--- src/rtl/if_prefetch_unit.sv ---
// Instruction fetch front-end: owns the fetch PC, issues sequential reads to
// the synchronous instruction memory, buffers returned words with their PCs
// in a small FIFO, and handles redirect (flush) and the sticky halt.
module if_prefetch_unit #(
   parameter int PC_W  = 9,
   parameter int INS_W = 32,
   parameter int DEPTH = 4
) (
   input  logic                       clk,
   input  logic                       reset,
   input  logic                       redirect,
   input  logic [PC_W-1:0]            redirect_pc,
   input  logic                       stall,
   input  logic                       halt,
   output logic                       imem_req,
   output logic [PC_W-1:0]            imem_addr,
   input  logic [INS_W-1:0]           imem_rdata,
   output logic                       instr_valid,
   output logic [INS_W-1:0]           instr,
   output logic [PC_W-1:0]            instr_pc,
   output logic                       halted,
   output logic [$clog2(DEPTH+1)-1:0] count
);

   localparam int CNT_W = $clog2(DEPTH + 1);
   localparam int PTR_W = $clog2(DEPTH);

   localparam logic [0:0] ST_RUN  = 1'b0;
   localparam logic [0:0] ST_HALT = 1'b1;

   localparam logic [PC_W-1:0]  PC_STEP   = PC_W'(4);
   localparam logic [CNT_W:0]   DEPTH_OCC = (CNT_W + 1)'(DEPTH);
   localparam logic [PTR_W-1:0] PTR_ONE   = PTR_W'(1);
   localparam logic [CNT_W-1:0] CNT_ONE   = CNT_W'(1);

   logic [0:0]       state;
   logic [PC_W-1:0]  fetch_pc;
   logic             inflight;
   logic [PC_W-1:0]  inflight_pc;
   logic [PTR_W-1:0] rd_ptr;
   logic [PTR_W-1:0] wr_ptr;
   logic [CNT_W-1:0] count_q;

   logic [INS_W-1:0] fifo_instr [DEPTH];
   logic [PC_W-1:0]  fifo_pc    [DEPTH];

   logic             run;
   logic [CNT_W:0]   occupancy;
   logic             issue;
   logic             push;
   logic             pop;

   // Handshake decode: issue gating, response push, head pop.
   always_comb begin
      // NOTE: every signal gets a default first so no path leaves it unassigned (no latch).
      run       = 1'b0;
      occupancy = '0;
      issue     = 1'b0;
      push      = 1'b0;
      pop       = 1'b0;

      run       = (state == ST_RUN) && !reset;
      // A same-cycle pop deliberately does not free a slot for this issue.
      occupancy = {1'b0, count_q} + {{CNT_W{1'b0}}, inflight};
      issue     = run && !redirect && (occupancy < DEPTH_OCC);
      // A response coinciding with a redirect is stale and is dropped.
      push      = run && !redirect && inflight;
      pop       = run && (count_q != '0) && !stall && !redirect;
   end

   // Output view: head entry is presented combinationally, zeroed when not valid.
   always_comb begin
      imem_req    = issue;
      imem_addr   = fetch_pc;
      instr_valid = run && (count_q != '0);
      instr       = instr_valid ? fifo_instr[rd_ptr] : '0;
      instr_pc    = instr_valid ? fifo_pc[rd_ptr]    : '0;
      halted      = (state == ST_HALT);
      count       = count_q;
   end

   // Control state: fetch PC, in-flight tracking, FIFO pointers and RUN/HALT.
   always_ff @(posedge clk) begin
      // NOTE: sequential state uses non-blocking assignments so every register samples pre-edge values.
      if (reset) begin
         state       <= ST_RUN;
         fetch_pc    <= '0;
         inflight    <= 1'b0;
         inflight_pc <= '0;
         rd_ptr      <= '0;
         wr_ptr      <= '0;
         count_q     <= '0;
      end else if (state == ST_RUN) begin
         if (redirect) begin
            // Flush everything buffered or in flight; redirect also wins over halt.
            fetch_pc <= {redirect_pc[PC_W-1:2], 2'b00};
            inflight <= 1'b0;
            rd_ptr   <= '0;
            wr_ptr   <= '0;
            count_q  <= '0;
         end else begin
            if (halt) begin
               state <= ST_HALT;
            end
            inflight <= issue;
            if (issue) begin
               fetch_pc    <= fetch_pc + PC_STEP;
               inflight_pc <= fetch_pc;
            end
            if (push) begin
               wr_ptr <= wr_ptr + PTR_ONE;
            end
            if (pop) begin
               rd_ptr <= rd_ptr + PTR_ONE;
            end
            if (push && !pop) begin
               count_q <= count_q + CNT_ONE;
            end else if (pop && !push) begin
               count_q <= count_q - CNT_ONE;
            end
         end
      end
   end

   // FIFO storage: data/PC words written on push.
   always_ff @(posedge clk) begin
      // NOTE: storage is not reset; count and pointers alone decide which entries are meaningful.
      if (push) begin
         fifo_instr[wr_ptr] <= imem_rdata;
         fifo_pc[wr_ptr]    <= inflight_pc;
      end
   end

   // Occupancy guards: issue gating and pop qualification must keep the FIFO in range.
   always_ff @(posedge clk) begin
      if (!reset) begin
         assert (!(push && !pop && (count_q == CNT_W'(DEPTH))));
         assert (!(pop && (count_q == '0)));
      end
   end

endmodule
--- config.mk ---
export PLATFORM = sky130hd
export DESIGN_NAME = if_prefetch_unit
export DESIGN_NICKNAME = d
export VERILOG_FILES = /design/src/rtl/if_prefetch_unit.sv
export SDC_FILE = /design/constraint.sdc
export NUM_CORES = 1
export LEC_CHECK = 0
export ABC_CLOCK_PERIOD_IN_PS = 2800
export CAP_MARGIN = 10
export CORE_MARGIN = 2
export CORE_UTILIZATION = 40
export CTS_BUF_LIST = sky130_fd_sc_hd__clkbuf_4 sky130_fd_sc_hd__clkbuf_8
export CTS_CLUSTER_SIZE = 14
export DETAILED_ROUTE_END_ITERATION = 8
export PLACE_DENSITY = 0.59
export SYNTH_ARGS = -nofsm -noshare
export SYNTH_HDL_FRONTEND = slang
export SYNTH_SLANG_ARGS = --single-unit
--- constraint.sdc ---
create_clock -name clk -period 2.8 [get_ports clk]
set_clock_uncertainty 0.15 [all_clocks]
set_input_delay 0.42 -clock clk [delete_from_list [all_inputs] [get_ports clk]]
set_output_delay 0.42 -clock clk [all_outputs]
set_load 0.005 [all_outputs]
==> summary.md, run 1 <==
| Metric | Value |
|---|---|
| Critical Path Source Type | register |
| PwrDens | 564.8 nW/um2 |
| Dominant cell type by area after synthesis | edfxtp_1 |
| Final wirelength | 14,560 um |
| Post-DP HPWL | slightly below 9000 um |
| Share of the synthesized area in the top cell type | 0.6482 |
| # nets final | 593 |
| CP bufs+invs | 2 |
| Min Tclk post-route | between 2 and 3 ns |
| Crit-path leading delay family | buffers and inverters |
| Crit-path max cell delay | 0.52 ns |
| Achievable Freq | 369.4 MHz |
| Routed wire length per instance | around 19 um |
| Met1 WL | about 6500 um |
| Cell Area, Synth | roughly 7200 um2 |
| Status | completed |
| Final Hold Fails | 0 |
| WP data required | 2.23 ns |
| GRT Total Usage | 0.1577 |
| Setup crit end kind | primary output |
| HP Class | input pin to register |
| Final cell count without fillers | between 700 and 800 |
| IO buf count | 95 |
| Clock sink count | 181 |
| Die Ht | 138.4 um |
| H-tree Lvls | 4 |
| Post-Syn Area per Cell | 17.17 um2 |
| Met2 Wirelength | 7308 um |
| LEAKAGE | between 3 and 4 nW |
| Detailed-router iteration count before antenna repair | 4 |
| Share of cells above drive strength 1 | 0.2112 |
| Total core area | about 18,000 um2 |
| Unique masters post-synth | 44 |
| Critical Path Fanout Max | 3 |
| Synth Flop Type | edfxtp_1 |
| Post-route ant nets | 0 |
| Synth top area cells | edfxtp_1 (65%), mux4_2 (12%), dfxtp_1 (6.9%), and3_1 (3.6%), a21oi_1 (1.7%) |
| Worst path slowest cell | mux4_2 |
| Arr. time, crit path | between 2 and 2.5 ns |
| Slew Limit Fails | 0 |
| Worst hold slack | 0.2834 ns |
| Worst setup path class | register to primary output |
| Largest net degree at the start of global routing | 49 |
| Final worst-path setup slack | 0.09284 ns |
| Clk buf depth | 2 |
| Setup Viol. Count Final | 0 |
| CTS buffer count | 17 |
| Ports | 102 |
| Met3 wire length | roughly 660 um |
| Latest clock arrival within the worst-skew pair | 0.44 ns |
| Max cap viols | 0 |
| Top layer in use | met4 |
| CTS Hold Bufs | 0 |
| Synthesized flop and latch total | 181 |
| Die area | 19,160 um2 |
| Post-synth EDFFs | 156 |
| CP Cell Sequence | buf_12 -> mux4_2 -> and3_4 -> clkdlybuf4s50_1 |
| Clock transition at path regs | 0.08 ns |
| Drt initial violations | 271 |
| CTS tree | done |
| Synthesized instance count | approximately 420 |
| Sum Neg Setup Slack | 0 ns |
| Max VDD drop | approximately 0.3 mV |
| Final worst-path cycle share | 0.9668 |
| DP Cell Count | roughly 740 |
| Global route total overflow | 0 |
| Row count | 49 |
| Antenna violations before repair | 0 |
| Vias in the first global route | ~4.3k |
| Pre-CTS setup slack | -0.01172 ns |
| # diodes | 0 |
| Initial core utilization | 0.4051 |
| Yosys warnings | 0 |
| Register area share after synthesis | 0.7175 |
| Area grow syn2layout | 26.77% |
| Via Count | 4,143 |
| Ys async rst share | 0 |
| Via density | roughly 5.3 |
| DRC viols | 0 |
| CTS Root Cell | clkbuf_8 |
| Routability cong. | 0.8002 |
| Die X | 138.4 um |
| First-pass GRT wire length | 23,320 um |
-- state kept, by name, summed over array words and instances (netlist names), named ones only --
| name | count |
|---|---|
| imem_addr | 7 |
| rd_ptr | 2 |
| fifo_pc | 28 |
| fifo_instr | 128 |
| inflight_pc | 7 |
| inflight | 1 |
| halted | 1 |
| wr_ptr | 2 |
| count | 3 |
-- cells in the mapped netlist (all sizes together), types with 2 or more instances --
library cell    n
a21o            2
a21oi          25
a311oi          2
a31oi           4
and2            4
and3           42
buf            11
clkbuf         19
dfxtp          25
edfxtp        156
ha              5
inv             7
mux4           39
nand2          17
nand2b          2
nand3          11
nor2           10
nor3            5
nor4            3
o21ai          11
-- logic make-up after synthesis --
group           after synthesis  share of synthesized area
other cells                   1                  0.0005189
flops                       181                     0.7175
compound gates               52                    0.04242
fa+ha+maj                     6                    0.01143
buf+inv                      37                    0.02216
simple gates                102                    0.07981
mux                          41                     0.1250
xor+xnor                      1                   0.001212
-- per-stage QoR --
stage | power (mW) | utilization | instance area (um2)
after floorplan | 3.174 | - | 7238
after global placement | 3.384 | 0.4847 | 8647
after detailed placement | 3.394 | 0.4847 | 8647
after CTS | 5.234 | 0.5092 | 9085
after global routing | 5.400 | 0.5135 | 9161
final | 5.174 | 0.5135 | 9161
-- cell type report --
type,count,area (um2)
tap,229,286.5
clock buffer,22,284.0
sequential,181,5190
clock inverter,10,142.6
timing repair buffer,128,1321
fill,1473,8680
inverter,7,26.28
multi-input combinational,206,1911
-- repair_timing --
| action | CTS | global route |
|---|---|---|
| cloned | 1 | 0 |
| endpoints found under the setup margin | 39 | 6 |
| setup buffers | 0 | 6 |
| resized for setup | 40 | 2 |
-- worst paths after layout --
path | slack [ns] | cells after the start | start | endpoint
worst max-delay path | 0.09 | 4 | register | instr_pc[8]
worst min-delay path | 0.28 | 3 | reset | register
worst max register to register | 0.40 | 5 | halted | count[1]
worst min register to register | 0.35 | 2 | inflight_pc[4] | inflight_pc[4]
-- worst reg2reg max path, stage by stage (launching register included) --
cell and delay (ns):
dfxtp_1 0.45, nor4b_2 0.36, a21boi_1 0.27, fa_1 0.45
or4_1 0.51, a21oi_1 0.15
-- per-layer routing --
layer / GRT usage / up-vias
met4: 0.03652 / 0
met5: 0 / -
met1: 0.2053 / 2113
met2: 0.2650 / 111
met3: 0.04468 / 11
li1: - / 1908
-- where the power goes --
group	internal, mW	switching (mW)
Combinational	0.188	0.171
Clock	0.969	0.882
Sequential	2.94	0.0274
Total	4.09	1.08
-- layout by cell type (no fill, tap or decap), types with 3 or more instances in the layout --
cell type / Yosys / layout
and2_2: 0 / 4
a21oi_1: 25 / 25
ha_1: 5 / 5
dlygate4sd2_1: 0 / 33
clkbuf_4: 0 / 3
o21ai_0: 11 / 11
nor3_1: 4 / 4
nand3_1: 11 / 11
buf_12: 0 / 11
inv_1: 7 / 7
edfxtp_1: 156 / 156
and3_1: 42 / 40
conb_1: 1 / 4
nor2_1: 10 / 9
buf_4: 4 / 20
mux4_2: 39 / 39
nand2_1: 17 / 17
dfxtp_1: 25 / 23
clkdlybuf4s50_1: 0 / 61
a31oi_1: 4 / 4
nor4_1: 3 / 3
bufinv_16: 0 / 3
clkbuf_8: 0 / 19
No activity file was read; power rests on OpenSTA's default activity.
==> run 2: changes to the inputs <==
--- a/config.mk
+++ b/config.mk
@@ -5,6 +5,7 @@
 export SDC_FILE = /design/constraint.sdc
 export NUM_CORES = 1
 export LEC_CHECK = 0
+export ABC_AREA = 1
 export ABC_CLOCK_PERIOD_IN_PS = 2800
 export CAP_MARGIN = 10
 export CORE_MARGIN = 2
@@ -12,7 +13,7 @@
 export CTS_BUF_LIST = sky130_fd_sc_hd__clkbuf_4 sky130_fd_sc_hd__clkbuf_8
 export CTS_CLUSTER_SIZE = 14
 export DETAILED_ROUTE_END_ITERATION = 8
-export PLACE_DENSITY = 0.59
+export PLACE_DENSITY = 0.58
 export SYNTH_ARGS = -nofsm -noshare
 export SYNTH_HDL_FRONTEND = slang
 export SYNTH_SLANG_ARGS = --single-unit
==> summary.md, run 2 <==
| Metric | Value |
|---|---|
| Most frequent cell after synthesis | nor2_1 (was edfxtp_1) |
| H-tree Lvls | 4 (unchanged) |
| Antenna violations before repair | 0 (unchanged) |
| Vias in the first global route | 4,797 (was 4,282) |
| Share of cells above drive strength 1 | 0.09474 (was 0.2112) |
| CTS Root Cell | clkbuf_8 (unchanged) |
| Share of the synthesized area in the top cell type | 0.6414 (was 0.6482) |
| Crit-path leading delay family | buffers and inverters (unchanged) |
| DP Cell Count | 954 (was 744) |
| HP Class | register to register (was input pin to register) |
| Max cap viols | 0 (unchanged) |
| Area grow syn2layout | 25.37% (was 26.77%) |
| CP bufs+invs | 3 (was 2) |
| PwrDens | 584.0 nW/um2 (was 564.8 nW/um2) |
| Sum Neg Setup Slack | 0 ns (unchanged) |
| Regs by FF count | fifo_instr: 128 flops, fifo_pc: 28 flops (unchanged) |
| Via Count | 4,905 (was 4,143) |
| Min Tclk post-route | 2.688 ns (was 2.707 ns) |
| Largest register by flop count | fifo_instr (unchanged) |
| Post-route ant nets | 0 (unchanged) |
| GRT Total Usage | 0.1642 (was 0.1577) |
| Routability cong. | 0.7740 (was 0.8002) |
| CTS buffer count | 17 (unchanged) |
| Final worst-path setup slack | 0.1121 ns (was 0.09284 ns) |
| Detailed-router iteration count before antenna repair | 4 (unchanged) |
| Final worst-path cycle share | 0.9600 (was 0.9668) |
| Post-Syn Area per Cell | 11.25 um2 (was 17.17 um2) |
| Clock transition at path regs | 0.09 ns (was 0.08 ns) |
| Routed wire length per instance | 15.90 um (was 18.59 um) |
| Setup crit end kind | primary output (unchanged) |
| Ys async rst share | 0 (unchanged) |
| LEAKAGE | 3.307 nW (was 3.300 nW) |
| Reg2Reg Depth | 11 (was 5) |
| Worst hold stages | 2 (was 3) |
| Max VDD drop | 0.2816 mV (was 0.3064 mV) |
| CTS tree | done (unchanged) |
| IO buf count | 95 (unchanged) |
| # diodes | 0 (unchanged) |
| Status | completed (unchanged) |
| Die X | 139.1 um (was 138.4 um) |
| Initial core utilization | 0.4066 (was 0.4051) |
| Dominant cell type by area after synthesis | edfxtp_1 (unchanged) |
| Synthesized instance count | 649 (was 421) |
| Finished Core Util | 0.5097 (was 0.5135) |
| Min-delay src | rd_ptr[1] (was reset) |
| Setup Viol. Count Final | 0 (unchanged) |
| CTS Hold Bufs | 0 (unchanged) |
| Die area | 19,350 um2 (was 19,160 um2) |
| Final wirelength | 15,730 um (was 14,560 um) |
| # nets final | 799 (was 593) |
| Achievable Freq | 372.0 MHz (was 369.4 MHz) |
| Total core area | 17,960 um2 (was 17,840 um2) |
| Arr. time, crit path | 2.12 ns (was 2.14 ns) |
| Yosys warnings | 0 (unchanged) |
| Critical Path Fanout Max | 21 (was 3) |
| Ports | 102 (unchanged) |
| CP Cell Sequence | buf_12 -> clkbuf_16 -> nor2_1 -> nor2_1 -> o21ai_0 -> a21oi_1 -> clkdlybuf4s50_1 (was buf_12 -> mux4_2 -> and3_4 -> clkdlybuf4s50_1) |
| Cell Area, Synth | 7303 um2 (was 7227 um2) |
| Final Hold Fails | 0 (unchanged) |
| Pre-CTS setup slack | 0.06160 ns (was -0.01172 ns) |
| Via density | 4.960 (was 5.291) |
| Die Ht | 139.1 um (was 138.4 um) |
| Most common cell after layout, fill and taps aside | nor2_1 (was edfxtp_1) |
| Top cells by count, synth | nor2_1 (185), edfxtp_1 (156), o21ai_0 (94) (was edfxtp_1 (156), and3_1 (42), mux4_2 (39)) |
| Synthesized flop and latch total | 181 (unchanged) |
| First-pass GRT wire length | 24,590 um (was 23,320 um) |
| Post-DP HPWL | 8914 um (was 8858 um) |
| Register area share after synthesis | 0.7100 (was 0.7175) |
| Final cell count without fillers | 989 (was 783) |
| Worst setup path class | register to primary output (unchanged) |
| Latest clock arrival within the worst-skew pair | 0.45 ns (was 0.44 ns) |
| Largest register FFs | 128 (unchanged) |
| RSZ-0062 raised after global routing | yes |
| Post-synth EDFFs | 156 (unchanged) |
| Global route total overflow | 0 (unchanged) |
| Drt initial violations | 231 (was 271) |
| Clk buf depth | 2 (unchanged) |
| Clock sink count | 181 (unchanged) |
| Critical Path Source Type | register (unchanged) |
| Most frequent cells in the layout | nor2_1 (181), edfxtp_1 (156), o21ai_0 (94), clkdlybuf4s50_1 (87), a21oi_1 (53) (was edfxtp_1 (156), clkdlybuf4s50_1 (61), and3_1 (40), mux4_2 (39), dlygate4sd2_1 (33)) |
| Reg2reg start | count[1] (was halted) |
| WP data required | 2.23 ns (about the same) |
| DRC viols | 0 (unchanged) |
| Reg-to-reg slack, setup | 0.65 ns (was 0.40 ns) |
| Worst path slowest cell | clkdlybuf4s50_1 (was mux4_2) |
| Unique masters post-synth | 29 (was 44) |
| Slew Limit Fails | 0 (unchanged) |
| Largest net degree at the start of global routing | 43 (was 49) |
| Synth top area cells | edfxtp_1 (64%), nor2_1 (9.5%), dfxtp_1 (6.9%), o21ai_0 (6.4%), a21oi_1 (3.7%) (was edfxtp_1 (65%), mux4_2 (12%), dfxtp_1 (6.9%), and3_1 (3.6%), a21oi_1 (1.7%)) |
| RR Endpoint | count[2] (was count[1]) |
| Synth Flop Type | edfxtp_1 (unchanged) |
| Crit-path max cell delay | 0.53 ns (was 0.52 ns) |
| CP most frequent cell | nor2_1 |
| Row count | 49 (unchanged) |
## run 2: changes by cell type after synthesis, sizes merged, moves of 18 or more
| cell | delta |
|---|---|
| a21oi | +30 |
| and3 | -41 |
| inv | +18 |
| mux4 | -39 |
| nand2 | +21 |
| nor2 | +177 |
| o21ai | +86 |
## run 2: power by group
group | internal [mW] | leakage (nW) | switching (mW)
Sequential | 2.96 | 1.63 | 0.0406
Clock | 0.912 | 0.201 | 0.879
Combinational | 0.266 | 1.47 | 0.291
Total | 4.14 | 3.31 | 1.21
## run 2: kinds of logic after synthesis
family | Yosys count | share of synthesized area
simple gates | 241 | 0.1306
other cells | 1 | 0.0005135
buf+inv | 64 | 0.03735
compound gates | 153 | 0.1067
xor+xnor | 3 | 0.003598
flops | 181 | 0.7100
fa+ha+maj | 6 | 0.01131
## run 2: how the worst max path moves through the flow
stage | startpoint | to | slack (ns) | depth (start not counted)
3_3_place_gp | reset | instr[16] | 0.08 | 6
4_1_cts | register | instr[16] | 0.02 | 6
2_1_floorplan | redirect | fifo_instr[0][0] | -0.26 | 4
5_1_grt | register | instr[16] | -0.009 | 6
3_5_place_dp | reset | instr[16] | 0.06 | 6
6_report | register | instr_pc[4] | 0.11 | 7
## run 2: metrics by stage
| step | total power [mW] | hold WS [ns] | instance area (um2) |
|---|---|---|---|
| after floorplan | 3.316 | 0.3049 | 7315 |
| after global placement | 3.581 | 0.3254 | 8623 |
| after detailed placement | 3.595 | 0.3340 | 8623 |
| after CTS | 5.386 | 0.3401 | 9060 |
| after global routing | 5.582 | 0.3557 | 9156 |
| final | 5.347 | 0.3488 | 9156 |
## run 2: what timing repair did
item                       in CTS  in global routing
setup buffers                   1                  1
gates cloned                    0                  1
gates resized for setup         6                 18
setup endpoints to repair      33                 35
pin swaps                       0                  4
## run 2: layout make-up
cell class                 count  area [um2]
clock buffer                  20       256.5
multi-input combinational    407        1898
sequential                   181        5192
inverter                      25       98.84
tap                          229       286.5
clock inverter                12       152.6
fill                        1554        8807
timing repair buffer         115        1271
## run 2: per-layer routing
metal	wire length (um)	global-route usage	up-vias
li1	-	-	2429
met1	6797	0.1977	2339
met2	7904	0.2904	122
met3	875	0.04662	15
met4	151	0.04359	0
met5	0	0	-
## run 2: worst reg2reg max path: stages (launching register included)
cell,delay (ns)
dfxtp_1,0.40
inv_1,0.10
nand2_1,0.10
nand3_1,0.11
nand2_1,0.14
inv_1,0.07
fa_1,0.37
xnor2_1,0.20
nand3_1,0.10
a21oi_1,0.15
nand2_1,0.07
a21oi_1,0.11
==> run 3: changes to the inputs <==
--- a/config.mk
+++ b/config.mk
@@ -7,7 +7,7 @@
 export LEC_CHECK = 0
 export ABC_AREA = 1
 export ABC_CLOCK_PERIOD_IN_PS = 2800
-export CAP_MARGIN = 10
+export CAP_MARGIN = 15
 export CORE_MARGIN = 2
 export CORE_UTILIZATION = 40
 export CTS_BUF_LIST = sky130_fd_sc_hd__clkbuf_4 sky130_fd_sc_hd__clkbuf_8
==> results of run 3 <==
The final DEF is identical to that of run 2; final timing and power are the same.
